## src/rtl/hapara_axis_barrier_gen.sv

```systemverilog
// Hardware barrier for up to 32 AXI-Stream masters with generation count and ID check.
// Optional GATHER timeout enabled by defining HAPARA_BARRIER_TIMEOUT_EN.
module hapara_axis_barrier_gen #(
    parameter int unsigned NUM_SLAVES     = 4,
    parameter int unsigned DATA_WIDTH     = 32,
    parameter int unsigned GEN_WIDTH      = 8,
    parameter int unsigned TIMEOUT_CYCLES = 1024
) (
    input  logic                             m00_axis_aclk,
    input  logic                             m00_axis_aresetn,
    input  logic [NUM_SLAVES-1:0]            s_axis_tvalid,
    input  logic [NUM_SLAVES*DATA_WIDTH-1:0] s_axis_tdata,
    output logic [NUM_SLAVES-1:0]            s_axis_tready,
    input  logic [NUM_SLAVES-1:0]            cfg_mask,
    input  logic                             cfg_mask_wr,
    output logic                             cfg_busy,
    output logic [NUM_SLAVES-1:0]            arrived,
    output logic [GEN_WIDTH-1:0]             generation,
    output logic                             release_pulse,
    output logic                             err_mismatch,
    output logic                             err_timeout,
    input  logic                             err_clr
);

    typedef enum logic [1:0] {StIdle, StGather, StRelease} state_e;

    state_e                  state_q;
    logic [NUM_SLAVES-1:0]   mask_q;
    logic [NUM_SLAVES-1:0]   tready_q;
    logic [NUM_SLAVES-1:0]   arrived_q;
    logic [GEN_WIDTH-1:0]    gen_q;
    logic                    pulse_q;
    logic                    err_mis_q;

    logic [NUM_SLAVES-1:0]   masked_valid;
    logic                    any_arr;
    logic                    syn;
    logic                    timeout_hit;
    logic [NUM_SLAVES-1:0]   rel_set;
    logic                    id_mismatch;
    logic [DATA_WIDTH-1:0]   ref_id;
    logic                    ref_found;

    assign masked_valid = s_axis_tvalid & mask_q;
    assign any_arr      = |masked_valid;
    assign syn          = (mask_q != '0) && (&(s_axis_tvalid | ~mask_q));
    // Without a full sync the only way into RELEASE is a timeout, which frees arrivals only.
    assign rel_set      = syn ? mask_q : masked_valid;
    assign cfg_busy     = (state_q != StIdle) || any_arr;

    // Every released ID is compared against the lowest-indexed released channel.
    always_comb begin
        ref_id      = '0;
        ref_found   = 1'b0;
        id_mismatch = 1'b0;
        for (int i = 0; i < NUM_SLAVES; i++) begin
            if (rel_set[i]) begin
                if (!ref_found) begin
                    ref_id    = s_axis_tdata[i*DATA_WIDTH +: DATA_WIDTH];
                    ref_found = 1'b1;
                end else if (s_axis_tdata[i*DATA_WIDTH +: DATA_WIDTH] != ref_id) begin
                    id_mismatch = 1'b1;
                end
            end
        end
    end

`ifdef HAPARA_BARRIER_TIMEOUT_EN
    localparam int unsigned CntW = (TIMEOUT_CYCLES > 2) ? $clog2(TIMEOUT_CYCLES) : 1;

    logic [CntW-1:0] cnt_q;
    logic            err_to_q;

    assign timeout_hit = (state_q == StGather) && (cnt_q == CntW'(TIMEOUT_CYCLES - 1));
    assign err_timeout = err_to_q;
`else
    assign timeout_hit = 1'b0;
    assign err_timeout = 1'b0;
`endif

    always_ff @(posedge m00_axis_aclk or negedge m00_axis_aresetn) begin
        if (!m00_axis_aresetn) begin
            state_q   <= StIdle;
            mask_q    <= '1;
            tready_q  <= '0;
            arrived_q <= '0;
            gen_q     <= '0;
            pulse_q   <= 1'b0;
            err_mis_q <= 1'b0;
`ifdef HAPARA_BARRIER_TIMEOUT_EN
            cnt_q     <= '0;
            err_to_q  <= 1'b0;
`endif
        end else begin
            tready_q  <= '0;
            pulse_q   <= 1'b0;
            arrived_q <= masked_valid;
            if (err_clr) begin
                err_mis_q <= 1'b0;
`ifdef HAPARA_BARRIER_TIMEOUT_EN
                err_to_q  <= 1'b0;
`endif
            end
            if (cfg_mask_wr && !cfg_busy) begin
                mask_q <= cfg_mask;
            end
            unique case (state_q)
                StIdle: begin
                    if (syn) begin
                        state_q  <= StRelease;
                        tready_q <= rel_set;
                        pulse_q  <= 1'b1;
                        if (id_mismatch) err_mis_q <= 1'b1;
                    end else if (any_arr) begin
                        state_q <= StGather;
`ifdef HAPARA_BARRIER_TIMEOUT_EN
                        cnt_q   <= '0;
`endif
                    end
                end
                StGather: begin
                    if (syn || timeout_hit) begin
                        state_q  <= StRelease;
                        tready_q <= rel_set;
                        pulse_q  <= 1'b1;
                        if (id_mismatch) err_mis_q <= 1'b1;
`ifdef HAPARA_BARRIER_TIMEOUT_EN
                        if (!syn) err_to_q <= 1'b1;
`endif
                    end else if (!any_arr) begin
                        state_q <= StIdle;
                    end else begin
`ifdef HAPARA_BARRIER_TIMEOUT_EN
                        cnt_q <= cnt_q + CntW'(1);
`endif
                    end
                end
                StRelease: begin
                    state_q <= StIdle;
                    gen_q   <= gen_q + GEN_WIDTH'(1);
                end
                default: state_q <= StIdle;
            endcase
        end
    end

    assign s_axis_tready = tready_q;
    assign arrived       = arrived_q;
    assign generation    = gen_q;
    assign release_pulse = pulse_q;
    assign err_mismatch  = err_mis_q;

endmodule

```

## config.mk

```make
export PLATFORM = sky130hd
export DESIGN_NAME = hapara_axis_barrier_gen
export DESIGN_NICKNAME = d
export VERILOG_FILES = /design/src/rtl/hapara_axis_barrier_gen.sv
export SDC_FILE = /design/constraint.sdc
export NUM_CORES = 1
export LEC_CHECK = 0
export ABC_AREA = 1
export CORE_MARGIN = 3
export CORE_UTILIZATION = 45
export CTS_BUF_LIST = sky130_fd_sc_hd__clkbuf_16
export DETAILED_ROUTE_END_ITERATION = 10
export GPL_TIMING_DRIVEN = 0
export PLACE_DENSITY = 0.85
export RECOVER_POWER = 25
export REMOVE_ABC_BUFFERS = 1
export SYNTH_ARGS = -nofsm -noshare
export SYNTH_HDL_FRONTEND = slang
export SYNTH_SLANG_ARGS = --single-unit
```

## constraint.sdc

```tcl
create_clock -name m00_axis_aclk -period 2.65 [get_ports m00_axis_aclk]
set_clock_uncertainty 0.2 [all_clocks]
set_input_delay 0.3975 -clock m00_axis_aclk [delete_from_list [all_inputs] [get_ports m00_axis_aclk]]
set_output_delay 0.3975 -clock m00_axis_aclk [all_outputs]
set_load 0.01 [all_outputs]
```

==> results.toml <==
[run_status]
status = "finished clean"

[sta]
tightest_slew_ns = 1.007
rsz0062_at_grt = "true"
finalCritPeriodShare_pct = 96.58
min_period_ns = 2.559
maxSlewHeadroom_pct = 32.68
finalHoldViolCount = 0
fmax_mhz = 390.7
setup_viol = 0
worst_slack_ns = 0.09062
final_max_slew_viol_count = 0

[floorplan]
die_area_um2 = 10060
die_x_um = 100.3
num_io_pins = 160
die-height_um = 100.3
core_um2 = 8423
initial_core_util_pct = 47.49
num_rows = 33

[clock_tree]
clk_latency_ns = 0.26
clkSlewWorstSetupHoldPaths_ns = 0.06
htreeDepth = 1
cts_made_buffers = 3
cts_tree = "yes"
clkSinkCount = 24
holdBufCountCts = 0
clockBufferDepth = 2
cts-root-buf = "clkbuf_16"

[grt]
grt_max_degree = 42
grt_pass1_vias = 4435
track_usage_pct = 24.55
overflow = 0
antenna_found_initial = 0
grt_pass1_wl_um = 19970

[critical_path]
endpoint_kind = "output pin"
max_stage_delay_ns = 0.48
slowest_stage = "clkdlybuf4s50_1"
cp_num_buf_inv = 3
crit_top_cell = "clkdlybuf4s50_1"
worstPathCellList = "clkdlybuf4s50_1, nand2_2, inv_1, nor3_4, nand2_1, clkdlybuf4s50_1"
cp.required_ns = 2.05
start_kind = "primary input"
crit_fanout = 6
path_delay_family = "buffers and inverters"
arrival_ns = 1.96
critPathKind = "primary input to output pin"

[synthesis]
syn_inst = 794
synth-compound-area-share_pct = 4.911
synth_xor_area_share_pct = 6.350
yosysSeqAreaShare_pct = 15.14
yosys.area_share.simple_pct = 55.02
ys_types = 28
yosysWarnings = 0
synthMuxAreaShare_pct = 0
synth_top_family_by_area = "simple AND/OR/NAND/NOR gates"
synth-seq-cells = 24
syn_area_per_cell_um2 = 5.038
synth_fa_ha_area_share_pct = 0.3128
netlist_area_um2 = 4000

[place]
dp.final_hpwl_um = 9483
portBuffers = 158
place_congestion = 0.8747
dp.cells = 1042
placed_area_um2 = 5605
dp_slack_ns = -1.944

[layout]
seq_area_um2 = 609.3
finalNonFillerCells = 1075
antenna_cells = 0
nets = 1112
drive_gt1_share_pct = 10.00
final_cell_mix = "323 x nand2_1, 163 x inv_1, 155 x clkdlybuf4s50_1"
syn_to_final_growth_pct = 56.83
final_area_um2 = 6274
multiInputGateArea_um2 = 3073
final_common_cell = "nand2_1"
nFillCells = 676

[route]
drtIter0Drc = 334
wl_per_cell_um = 13.49
vias_per_cell = 4.832
drcViolationCount = 0
wl_met1_um = 5820
wl_met2_um = 6963
drtAntennaViolNets = 0
vias = 5194
first_pass_iters = 6
highest_layer = "met4"
met3_length_um = 1368
wl_um = 14510

[pwr]
power_density_nw_per_um2 = 513.6
fin_total_pwr_mw = 3.222
p_leak_nw = 3.405
ir_worst_vdd_mv = 0.3244

[run]
drv_cap = 0

[hold_path]
hp-class = "flip-flop to flip-flop"
[per-stage QoR]
step,hold WS (ns),utilization (%),TNS [ns]
after floorplan,-0.09809,-,-0.2569
after global placement,0.2581,66.55,-5.170
after detailed placement,0.2670,66.55,-4.964
after CTS,0.2735,69.07,-0.01241
after global routing,0.2812,74.48,-0.05474
final,0.2703,74.48,0
[cell usage after synthesis, drive strengths merged]
cell	count	area [um^2]
nand2	329	1245
inv	165	619.3
nor2	124	530.5
nand3	31	155.2
nand3b	31	232.7
xor2	26	227.7
dfrtp	20	500.5
a21oi	18	90.09
buf	14	103.9
o21ai	13	65.06
nor3	5	25.02
dfstp	4	105.1
o21bai	3	22.52
o22ai	3	18.77
xnor2	3	26.28
clkbuf	1	3.750
conb	1	3.750
ha	1	12.51
nand4	1	6.260
nor4	1	6.260
[cell type report]
class | instances | share of cell area (%)
clock buffers | 3 | 1.197
flip-flops and latches | 24 | 9.713
repair buffers | 177 | 27.62
inverters | 165 | 9.912
well taps | 105 | 2.094
multi-input cells | 600 | 48.98
clock inverters | 1 | 0.4787
[final timing paths]
path / from / end / slack [ns] / cells after the start
setup / recovery: s_axis_tvalid[2] / cfg_busy / 0.09 / 6
hold / removal: state_q[1] / state_q[0] / 0.27 / 1
setup reg to reg: mask_q[0] / err_mismatch / 0.13 / 14
hold reg to reg: state_q[1] / state_q[0] / 0.27 / 1
max in group asynchronous: m00_axis_aresetn / arrived[3] / 1.15 / 1
min in group asynchronous: m00_axis_aresetn / generation[4] / 0.49 / 1
[where the power goes]
group	total (mW)	internal (mW)	switching, mW
Combinational	2.23	0.899	1.33
Sequential	0.567	0.475	0.0911
Clock	0.428	0.300	0.128
Total	3.22	1.68	1.55
[flip-flops by register name, summed over array words and instances, names as in the netlist]
signal	cells
s_axis_tready	4
arrived	4
err_mismatch	1
generation	8
state_q	2
mask_q	4
release_pulse	1
[logic make-up (layout without fill, tap and decap cells)]
logic type	count (synthesis)	after routing
AOI/OAI and AO/OA	37	37
adders and majority gates	1	1
buffers and inverters	180	346
xor gates and xnor gates	29	29
DFF	24	24
and+or+nand+nor	522	532
other	1	1
[what timing repair did]
item,in CTS,in global routing
endpoints found under the hold margin,0,0
gates cloned,4,6
resized for setup,11,73
pin swaps,3,7
setup endpoints to repair,6,2
setup buffers,3,16
[per-layer routing]
metal / vias to the layer above / global-route usage (%)
met5: - / 0
met4: 0 / 4.145
met3: 34 / 4.031
met2: 220 / 44.14
met1: 2245 / 31.14
li1: 2695 / -
Power figures use the tool's default switching activity.
